--- src/rtl/sprite_plotter.sv ---
// rtl/sprite_plotter.sv - 8x8 sprite pixel-write master for the 160x120 frame buffer
module sprite_plotter #(
    parameter logic [63:0] SPRITE0_MASK = 64'h18183C7EFF3C1818,
    parameter logic [63:0] SPRITE1_MASK = 64'h00663CFF7E3C1800,
    parameter logic [23:0] BG_COLOUR    = 24'h000000,
    parameter int          SCREEN_W     = 160,
    parameter int          SCREEN_H     = 120
) (
    input  logic        clk,
    input  logic        reset_n,
    input  logic        start,
    input  logic [7:0]  x0,
    input  logic [6:0]  y0,
    input  logic        sprite_sel,
    input  logic [23:0] colour_in,
    input  logic        erase,
    output logic        busy,
    output logic        done,
    output logic [7:0]  x,
    output logic [6:0]  y,
    output logic [23:0] colour,
    output logic        plot
);

    typedef enum logic [1:0] {IDLE, DRAW, DONE} state_t;

    localparam logic [8:0] X_LIMIT = 9'(SCREEN_W);
    localparam logic [7:0] Y_LIMIT = 8'(SCREEN_H);

    state_t      state;
    logic [7:0]  org_x;
    logic [6:0]  org_y;
    logic        sel;
    logic [23:0] fg;
    logic        ers;
    logic [2:0]  col;
    logic [2:0]  row;

    logic [8:0]  sum_x;
    logic [7:0]  sum_y;
    logic [63:0] mask;
    logic        bit_set;

    // One extra bit on each sum so an origin near the edge clips instead of wrapping
    assign sum_x   = {1'b0, org_x} + {6'd0, col};
    assign sum_y   = {1'b0, org_y} + {5'd0, row};
    assign mask    = sel ? SPRITE1_MASK : SPRITE0_MASK;
    assign bit_set = mask[{row, col}];

    always_ff @(posedge clk) begin
        if (!reset_n) begin
            state  <= IDLE;
            busy   <= 1'b0;
            done   <= 1'b0;
            plot   <= 1'b0;
            x      <= '0;
            y      <= '0;
            colour <= '0;
            col    <= '0;
            row    <= '0;
            org_x  <= '0;
            org_y  <= '0;
            sel    <= 1'b0;
            fg     <= '0;
            ers    <= 1'b0;
        end else begin
            case (state)
                IDLE: begin
                    plot <= 1'b0;
                    done <= 1'b0;
                    if (start) begin
                        org_x <= x0;
                        org_y <= y0;
                        sel   <= sprite_sel;
                        fg    <= colour_in;
                        ers   <= erase;
                        col   <= '0;
                        row   <= '0;
                        busy  <= 1'b1;
                        state <= DRAW;
                    end
                end
                DRAW: begin
                    x      <= sum_x[7:0];
                    y      <= sum_y[6:0];
                    colour <= ers ? BG_COLOUR : fg;
                    plot   <= bit_set && (sum_x < X_LIMIT) && (sum_y < Y_LIMIT);
                    col    <= col + 3'd1;
                    if (col == 3'd7) begin
                        row <= row + 3'd1;
                    end
                    // busy drops with the last slot so it never overlaps done
                    if (col == 3'd7 && row == 3'd7) begin
                        busy  <= 1'b0;
                        state <= DONE;
                    end
                end
                DONE: begin
                    done  <= 1'b1;
                    plot  <= 1'b0;
                    state <= IDLE;
                end
                default: begin
                    state <= IDLE;
                end
            endcase
        end
    end

endmodule
--- config.mk ---
export PLATFORM = sky130hd
export DESIGN_NAME = sprite_plotter
export DESIGN_NICKNAME = d
export VERILOG_FILES = /design/src/rtl/sprite_plotter.sv
export SDC_FILE = /design/constraint.sdc
export NUM_CORES = 1
export LEC_CHECK = 0
export CAP_MARGIN = 10
export CORE_AREA = 2 2 80 101
export CTS_CLUSTER_SIZE = 10
export DETAILED_ROUTE_END_ITERATION = 7
export DIE_AREA = 0 0 82 103
export PLACE_DENSITY = 0.82
export SLEW_MARGIN = 40
export SYNTH_ARGS = -nofsm -noshare
export SYNTH_HDL_FRONTEND = slang
export SYNTH_SLANG_ARGS = --single-unit
--- constraint.sdc ---
create_clock -name clk -period 3.48 [get_ports clk]
set_input_delay 0.696 -clock clk [delete_from_list [all_inputs] [get_ports clk]]
set_output_delay 0.696 -clock clk [all_outputs]
set_load 0.02 [all_outputs]
==> results of run 1 <==
## metal layers
metal  up-vias  GRT usage [%]  routed length, um
li1       1757              -                  -
met1      1608           26.9               3830
met2        97           40.2               4680
met3        10           4.47                488
met4         0           9.23                131
met5         -              0                  0
## logic make-up after synthesis
family                     after synthesis  synth area share, %
AOI/OAI and AO/OA                      119                 17.9
xor gates and xnor gates                 8                 1.78
adders and majority gates               17                 5.79
buffers and inverters                   45                 4.80
DFF                                     91                 46.3
muxes                                    5                 1.27
and+or+nand+nor                        194                 22.2
## Yosys cell counts (all sizes together) (2+ instances only)
library cell	number
xor2	3
o211ai	3
nand2	126
a211oi	10
mux2i	5
nor2	24
nor2b	3
a32oi	2
o21a	2
nand2b	2
xnor2	5
buf	5
fa	2
nand3	3
a21bo	2
nand3b	24
o21ai	6
nor3	2
o2111ai	3
nor3b	3
inv	11
dfxtp	91
a21oi	79
clkbuf	29
ha	15
## sequential cells by signal (all words and copies together), names as in the netlist
signal / flops
busy: 1
col: 3
colour: 24
done: 1
ers: 1
fg: 24
org_x: 8
org_y: 7
plot: 1
row: 3
sel: 1
state: 2
x: 8
y: 7
## area by class of cell
class,instances,area (um2)
Timing Repair Buffer,91,921
Fill cell,642,2550
Clock inverter,3,22.5
Clock buffer,13,159
Multi-Input combinational cell,343,1930
Sequential cell,91,1820
Inverter,11,43.8
Tap cell,95,119
## power by group through the flow
stage | Sequential [W] | Combinational [W] | Clock, W
after global routing | 0.00114 | 0.000320 | 0.000710
after detailed placement | 0.00115 | 0.000291 | 0
after global placement | 0.00115 | 0.000286 | 0
after floorplan | 0.00116 | 0.000145 | 0
final | 0.00113 | 0.000291 | 0.000663
after CTS | 0.00113 | 0.000293 | 0.000675
## through the flow
step | area, um2 | power [W]
after floorplan | 3940 | 0.00131
after global placement | 4830 | 0.00144
after detailed placement | 4830 | 0.00144
after CTS | 5010 | 0.00210
after global routing | 5010 | 0.00217
final | 5010 | 0.00208
## worst max-delay path: cells and delay by family, from the launching register on
| family | cells | cell delay, ns |
|---|---|---|
| AOI/OAI and AO/OA | 3 | 0.53 |
| adders and majority gates | 1 | 0.43 |
| buffers and inverters | 1 | 0.07 |
| DFF | 1 | 0.57 |
| and+or+nand+nor | 2 | 0.80 |
## how the worst max path moves through the flow
stage / from / end / slack, ns / depth (start not counted)
detailed placement: col[1] / plot / 1.04 / 7
floorplan: col[0] / plot / 1.26 / 8
global route: row[0] / plot / 0.80 / 8
CTS: col[1] / plot / 1.01 / 7
global placement: start / col[0] / 1.13 / 6
finish: col[1] / plot / 0.99 / 7
==> results.sh, run 1 <==
export IMPL_status="completed"
export IMPL_synth_area_top_cells="dfxtp_1, nand2_1, a21oi_1, ha_1, nand3b_1"
export IMPL_vias_per_cell=5.37
export IMPL_required_ns=3.76
export IMPL_cp_max_fo=10
export IMPL_die_x_um=82
export IMPL_post_route_period_util_pct=71.6
export IMPL_io_pins=86
export IMPL_grt_pass1_wl_um=15000
export IMPL_fin_hold_ws_ns=0.452
export IMPL_fmaxAchievable_ghz=0.401
export IMPL_comb_power_share_pct=14.0
export IMPL_syn_nets=540
export IMPL_mostFrequentLayoutCells="nand2_1, dfxtp_1, clkdlybuf4s50_1, a21oi_1"
export IMPL_swShare_pct=26.7
export IMPL_drive_gt1_share_pct=5.07
export IMPL_cts_htree_levels=3
export IMPL_synth_edf_count=0
export IMPL_final_common_cell="nand2_1"
export IMPL_synth_top_cell_by_area="dfxtp_1"
export IMPL_hold_viol_final=0
export IMPL_start_kind="register"
export IMPL_core_um2=7570
export IMPL_peakVddDrop_uv=278
export IMPL_clock_latency_ns=0.36
export IMPL_slowest_stage="dfxtp_1"
export IMPL_worstSetupPathType="reg -> reg"
export IMPL_root_buffer="clkbuf_8"
export IMPL_fin_cells=647
export IMPL_grt_pass1_vias=3361
export IMPL_area_delta_synth_final_pct=27.4
export IMPL_fin_skew_ns=0.00861
export IMPL_hold_start="colour[5]"
export IMPL_final_setup_tns_ns=0
export IMPL_p_leak_nw=1.82
export IMPL_synthesis_area_um2=3940
export IMPL_grtUsageTotal_pct=22.8
export IMPL_crit_chain="inv_4 -> fa_1 -> nor2b_1 -> o21a_1 -> o41ai_1 -> or4b_1 -> o31ai_1"
export IMPL_setup_slack_ns=0.988
export IMPL_wl_um=9130
export IMPL_rsz0062_at_grt="no"
export IMPL_ys_warn_count=0
export IMPL_fin_nets=608
export IMPL_pwr_share_seq_pct=54.2
export IMPL_post_place_ws_ns=1.04
export IMPL_portBuffers=85
export IMPL_ys_seq_elements=91
export IMPL_seq_area_frac_synth_pct=46.3
export IMPL_dr_pass1_iters=5
export IMPL_avgSynthCellArea_um2=8.22
export IMPL_drc=0
export IMPL_cpPeakStageDelay_ns=0.57
export IMPL_setup_viol=0
export IMPL_hold_class="reg -> reg"
export IMPL_clock_path_buffers=2
export IMPL_place_congestion=0.822
export IMPL_synth_top_cell_area_share_pct=46.3
export IMPL_endpoint_kind="register"
export IMPL_grt_start_max_net_pins=56
export IMPL_wl_per_cell_um=14.1
export IMPL_max_slew_margin_pct=56.8
export IMPL_diodes=0
export IMPL_antenna_found_initial=0
export IMPL_min_period_ns=2.49
export IMPL_clkSinkCount=91
export IMPL_fin_util_pct=66.3
export IMPL_power_density_nw_per_um2=416
export IMPL_slew_violations=0
export IMPL_hpwl_um=6120
export IMPL_power_switching_w=0.000555
export IMPL_cts_setup_buffers=0
export IMPL_power_internal_w=0.00153
export IMPL_r2r_start="col[1]"
export IMPL_routed_via_count=3472
export IMPL_cts_hold_buf=0
export IMPL_placed_cells=631
export IMPL_arrival_ns=2.77
export IMPL_grt_overflow_total=0
export IMPL_reg2regPathDepth=7
export IMPL_cts_tree="yes"
export IMPL_worstHoldEndpoint="colour[5]"
export IMPL_hold_depth=2
export IMPL_rows=36
export IMPL_synth_cells=479
export IMPL_synth_ff_type="dfxtp_1"
export IMPL_start_util_pct=52.0
export IMPL_post_cts_resized=0
export IMPL_r2r_end="plot"
export IMPL_maxCapViolCount=0
export IMPL_synth_cell_type_count=48
export IMPL_synthArstFlopShare_pct=0
export IMPL_drtIter0Drc=221
export IMPL_ant_nets=0
export IMPL_tightest_slew_ns=0.647
export IMPL_reg2reg_slack_ns=0.99
export IMPL_die_area_um2=8450
export IMPL_die_h_um=103
export IMPL_clkTransAtPathRegs_ns=0.08
export IMPL_pwr_share_clk_pct=31.8
export IMPL_cts_buffers_inserted=9
Power figures use the tool's default switching activity.
==> run 2, diff against run 1 <==
- CORE_AREA: 2 2 80 101 -> 2 2 83 105
- DIE_AREA: 0 0 82 103 -> 0 0 85 107
- PLACE_DENSITY: 0.82 -> 0.77
- clock period: 3.48 -> 2.3 ns (I/O delays scaled with it)
==> run 2 against run 1 <==
Cell count grew 1.5%; final area increased by 2.4%; via count up 0.23%; die area is 7.7% higher; power is 54% higher; maximum frequency rose by 15%; hold slack better by 0.0024 ns; critical path type unchanged; largest cell class unchanged; sequential share of layout area down 0.87 points; clock power increased by 58%; first-iteration DRC count is 16% lower; register-to-register slack got worse by 0.85 ns.
==> results.sh, run 2 (synthesized netlist as in run 1, its figures left out) <==
export IMPL_swShare_pct=26.2
export IMPL_min_period_ns=2.16
export IMPL_endpoint_kind="register"
export IMPL_arrival_ns=2.44
export IMPL_cts_buffers_inserted=9
export IMPL_wl_um=8980
export IMPL_rsz0062_at_grt="no"
export IMPL_total_power_w=0.00321
export IMPL_place_area_um2=4910
export IMPL_die_area_um2=9100
export IMPL_final_setup_tns_ns=0
export IMPL_maxCapViolCount=0
export IMPL_drtIter0Drc=186
export IMPL_peakVddDrop_uv=392
export IMPL_power_internal_w=0.00237
export IMPL_grt_pass1_vias=3412
export IMPL_fin_hold_ws_ns=0.455
export IMPL_cp_max_fo=2
export IMPL_area_delta_synth_final_pct=30.5
export IMPL_core_um2=8100
export IMPL_grt_pass1_wl_um=15400
export IMPL_routed_via_count=3480
export IMPL_slew_violations=0
export IMPL_fmaxAchievable_ghz=0.462
export IMPL_wl_per_cell_um=13.7
export IMPL_pwr_share_clk_pct=32.6
export IMPL_drive_gt1_share_pct=7.86
export IMPL_status="completed"
export IMPL_power_switching_w=0.000841
export IMPL_root_buffer="clkbuf_8"
export IMPL_clock_latency_ns=0.36
export IMPL_mostFrequentLayoutCells="nand2_1, dfxtp_1, clkdlybuf4s50_1, a21oi_1"
export IMPL_setup_viol=0
export IMPL_tightest_slew_ns=0.691
export IMPL_fin_nets=616
export IMPL_cts_tree="yes"
export IMPL_crit_chain="ha_2 -> inv_1 -> fa_1 -> nor2b_2 -> o21a_1 -> o41ai_1 -> or4b_4 -> o31ai_2"
export IMPL_dr_pass1_iters=4
export IMPL_io_pins=86
export IMPL_diodes=0
export IMPL_hold_class="reg -> reg"
export IMPL_start_kind="register"
export IMPL_fin_cells=657
export IMPL_place_congestion=0.871
export IMPL_fin_skew_ns=0.00654
export IMPL_required_ns=2.58
export IMPL_drc=0
export IMPL_die_x_um=85
export IMPL_grt_start_max_net_pins=90
export IMPL_portBuffers=85
export IMPL_hpwl_um=6000
export IMPL_hold_viol_final=0
export IMPL_max_slew_margin_pct=53.9
export IMPL_clkSinkCount=91
export IMPL_pwr_share_seq_pct=53.2
export IMPL_reg_largest_list="colour x24, fg x24"
export IMPL_worstSetupPathType="reg -> reg"
export IMPL_vias_per_cell=5.30
export IMPL_clkTransAtPathRegs_ns=0.08
export IMPL_final_common_cell="nand2_1"
export IMPL_cts_htree_levels=3
export IMPL_design_area_um2=5140
export IMPL_power_density_nw_per_um2=624
export IMPL_die_h_um=107
export IMPL_placed_cells=640
export IMPL_post_route_period_util_pct=94.1
export IMPL_p_leak_nw=1.88
export IMPL_rows=37
export IMPL_cpPeakStageDelay_ns=0.52
export IMPL_clock_path_buffers=2
export IMPL_grt_overflow_total=0
export IMPL_antenna_found_initial=0
export IMPL_start_util_pct=48.6
export IMPL_comb_power_share_pct=14.2
export IMPL_grtUsageTotal_pct=20.7
export IMPL_slowest_stage="or4b_4"
export IMPL_ant_nets=0
==> run 2: changes by cell type in the layout (fill, tap and decap cells not counted), moves of 2 or more <==
cell and change:
clkbuf_8 -2, clkinv_2 +2, nor2b_2 +2, buf_4 +6
clkinvlp_4 +2, buf_12 +2, clkbuf_1 -2, nor2b_1 -2
==> run 2: what timing repair did <==
action                                  CTS  global route
endpoints found under the setup margin    0             1
hold buffers                              0             0
setup buffers                             0             1
gates resized for setup                   0             7
==> run 2: final timing paths <==
check | startpoint | end | slack (ns) | cells after the start
worst max-delay path | col[0] | plot | 0.14 | 8
worst min register to register | colour[6] | colour[6] | 0.45 | 2
worst min-delay path | colour[6] | colour[6] | 0.45 | 2
worst max register to register | col[0] | plot | 0.14 | 8
==> run 2: critical path, delay by kind of cell, from the launching register on <==
family | cells | cell delay, ns
and+or+nand+nor | 2 | 0.66
adders and majority gates | 2 | 0.62
AOI/OAI and AO/OA | 3 | 0.41
DFF | 1 | 0.35
buffers and inverters | 1 | 0.06
==> run 2: area by class of cell <==
| class | count | area [um2] |
|---|---|---|
| clock inverters | 7 | 68.8 |
| fillers | 709 | 2970 |
| multi-input cells | 343 | 1950 |
| repair buffers | 99 | 1010 |
| inverters | 11 | 43.8 |
| clock buffers | 9 | 124 |
| flip-flops and latches | 91 | 1820 |
| well taps | 97 | 121 |
==> run 2: metal layers <==
layer | global-route usage, % | routed length [um] | vias up | share of wire (%)
li1 | - | - | 1771 | -
met1 | 25.3 | 3850 | 1606 | 43
met2 | 34.9 | 4580 | 89 | 51
met3 | 3.16 | 374 | 14 | 4.2
met4 | 10.9 | 165 | 0 | 1.8
met5 | 0 | 0 | - | 0
==> run 2: power by group through the flow <==
stage / logic, W / registers (W) / clock network, W
global placement: 0.000451 / 0.00174 / 0
floorplan: 0.000220 / 0.00176 / 0
global route: 0.000505 / 0.00172 / 0.00114
CTS: 0.000461 / 0.00171 / 0.00107
finish: 0.000456 / 0.00171 / 0.00105
detailed placement: 0.000459 / 0.00174 / 0
==> run 2: through the flow <==
stage / utilization [%] / setup slack (ns)
6_report: 63.4 / 0.135
5_1_grt: 63.4 / 0.0330
4_1_cts: 63.0 / 0.0368
3_5_place_dp: 60.6 / 0.129
3_3_place_gp: 60.6 / 0.184
2_1_floorplan: - / 0.0817
==> run 3, diff against run 2 <==
- CORE_AREA: 2 2 83 105 -> 5 5 86 108
- DIE_AREA: 0 0 85 107 -> 0 0 91 113
==> run 3 against run 2 <==
Cell count decreased by 0.15%; maximum frequency decreased by 1.1%; sequential power about the same; combinational power decreased by 2%; die area increased by 13%; power decreased by 0.57%; worst setup slack got worse by 0.025 ns; largest cell class unchanged; highest routed layer unchanged.
==> results.sh, run 3 (synthesized netlist as in run 1, its figures left out) <==
export IMPL_cts_tree="yes"
export IMPL_reg_largest_list="colour x24, fg x24"
export IMPL_max_slew_margin_pct=55.3
export IMPL_cts_htree_levels=3
export IMPL_routed_via_count=3475
export IMPL_place_congestion=0.868
export IMPL_grt_overflow_total=0
export IMPL_min_period_ns=2.19
export IMPL_cts_buffers_inserted=9
export IMPL_drtIter0Drc=148
export IMPL_fin_hold_ws_ns=0.455
export IMPL_wl_um=9290
export IMPL_hold_class="reg -> reg"
export IMPL_setup_viol=0
export IMPL_r2r_start="org_x[0]"
export IMPL_grt_pass1_vias=3405
export IMPL_area_delta_synth_final_pct=29.0
export IMPL_cts_hold_buf=0
export IMPL_grt_pass1_wl_um=15800
export IMPL_start_kind="register"
export IMPL_die_x_um=91
export IMPL_power_internal_w=0.00236
export IMPL_clock_path_buffers=2
export IMPL_status="completed"
export IMPL_drc=0
export IMPL_hold_start="colour[5]"
export IMPL_ant_nets=0
export IMPL_clkTransAtPathRegs_ns=0.08
export IMPL_grtUsageTotal_pct=18.6
export IMPL_drive_gt1_share_pct=6.44
export IMPL_die_area_um2=10300
export IMPL_arrival_ns=2.46
export IMPL_fin_skew_ns=0.00597
export IMPL_portBuffers=85
export IMPL_hold_viol_final=0
export IMPL_cp_startpoint="org_x[0]"
export IMPL_pwr_share_seq_pct=53.4
export IMPL_maxCapViolCount=0
export IMPL_fin_nets=615
export IMPL_final_setup_tns_ns=0
export IMPL_swShare_pct=26.0
export IMPL_mostFrequentLayoutCells="nand2_1, dfxtp_1, clkdlybuf4s50_1, a21oi_1"
export IMPL_fillCellCount=707
export IMPL_endpoint_kind="register"
export IMPL_tightest_slew_ns=0.670
export IMPL_p_leak_nw=1.87
export IMPL_clock_latency_ns=0.36
export IMPL_cp_max_fo=2
export IMPL_io_pins=86
export IMPL_core_um2=8100
export IMPL_antenna_found_initial=0
export IMPL_final_common_cell="nand2_1"
export IMPL_cts_setup_buffers=0
export IMPL_start_util_pct=48.6
export IMPL_diodes=0
export IMPL_slew_violations=0
export IMPL_comb_power_share_pct=14.1
export IMPL_pwr_share_clk_pct=32.5
export IMPL_dr_pass1_iters=4
export IMPL_root_buffer="clkbuf_8"
export IMPL_fmaxAchievable_ghz=0.457
export IMPL_power_switching_w=0.000828
export IMPL_wl_per_cell_um=14.2
export IMPL_worstSetupPathType="reg -> reg"
export IMPL_post_route_period_util_pct=95.2
export IMPL_hpwl_um=6310
export IMPL_rsz0062_at_grt="no"
export IMPL_grt_start_max_net_pins=90
export IMPL_vias_per_cell=5.30
export IMPL_peakVddDrop_uv=390
export IMPL_die_h_um=113
export IMPL_clkSinkCount=91
export IMPL_required_ns=2.57
export IMPL_power_density_nw_per_um2=628
export IMPL_rows=37
==> run 3: repair_timing <==
action,4_1_cts,5_1_grt
hold endpoints to repair,0,0
endpoints found under the setup margin,0,1
gates resized for setup,0,2
==> run 3: power by group through the flow <==
stage / combinational (W) / clock [W] / sequential, W
after floorplan: 0.000220 / 0 / 0.00176
after CTS: 0.000453 / 0.00106 / 0.00170
after detailed placement: 0.000451 / 0 / 0.00174
after global routing: 0.000496 / 0.00113 / 0.00172
final: 0.000448 / 0.00104 / 0.00170
after global placement: 0.000443 / 0 / 0.00174
==> run 3: area by class of cell <==
class / instances / area [um2] / share of cell area, %
Timing Repair Buffer: 98 / 973 / 19.2
Clock buffer: 11 / 131 / 2.59
Sequential cell: 91 / 1820 / 35.9
Multi-Input combinational cell: 343 / 1930 / 38.0
Inverter: 11 / 43.8 / 0.862
Tap cell: 97 / 121 / 2.39
Clock inverter: 5 / 53.8 / 1.06
==> run 3: per-stage QoR <==
stage               setup slack (ns)  power (W)  utilization [%]  area (um2)  std cells
finish                         0.111    0.00319             62.7        5080        656
global route                 0.00376    0.00334             62.7        5080        656
CTS                           0.0420    0.00322             62.6        5070        656
detailed placement            0.0684    0.00219             60.3        4880        640
global placement               0.178    0.00218             60.3        4880        640
floorplan                     0.0817    0.00198                -        3940        479
==> run 3: routing by layer <==
metal,global-route usage [%],share of wire [%],vias up
met3,3.46,4.4,13
met4,8.71,1.9,0
met5,0,0,-
li1,-,-,1770
met1,21.9,43,1612
met2,32.6,51,80
==> run 3: worst paths after layout <==
path	endpoint	slack, ns	cells after the start
worst min-delay path	colour[5]	0.46	2
worst max register to register	plot	0.11	8
worst max-delay path	plot	0.11	8
worst min register to register	colour[5]	0.46	2
==> run 3: critical path, cell delays in order (launching register included) <==
cell	delay, ns
dfxtp_1	0.34
ha_1	0.19
inv_1	0.06
fa_1	0.40
nor2b_2	0.15
o21a_1	0.16
o41ai_1	0.08
or4b_1	0.50
o31ai_1	0.22
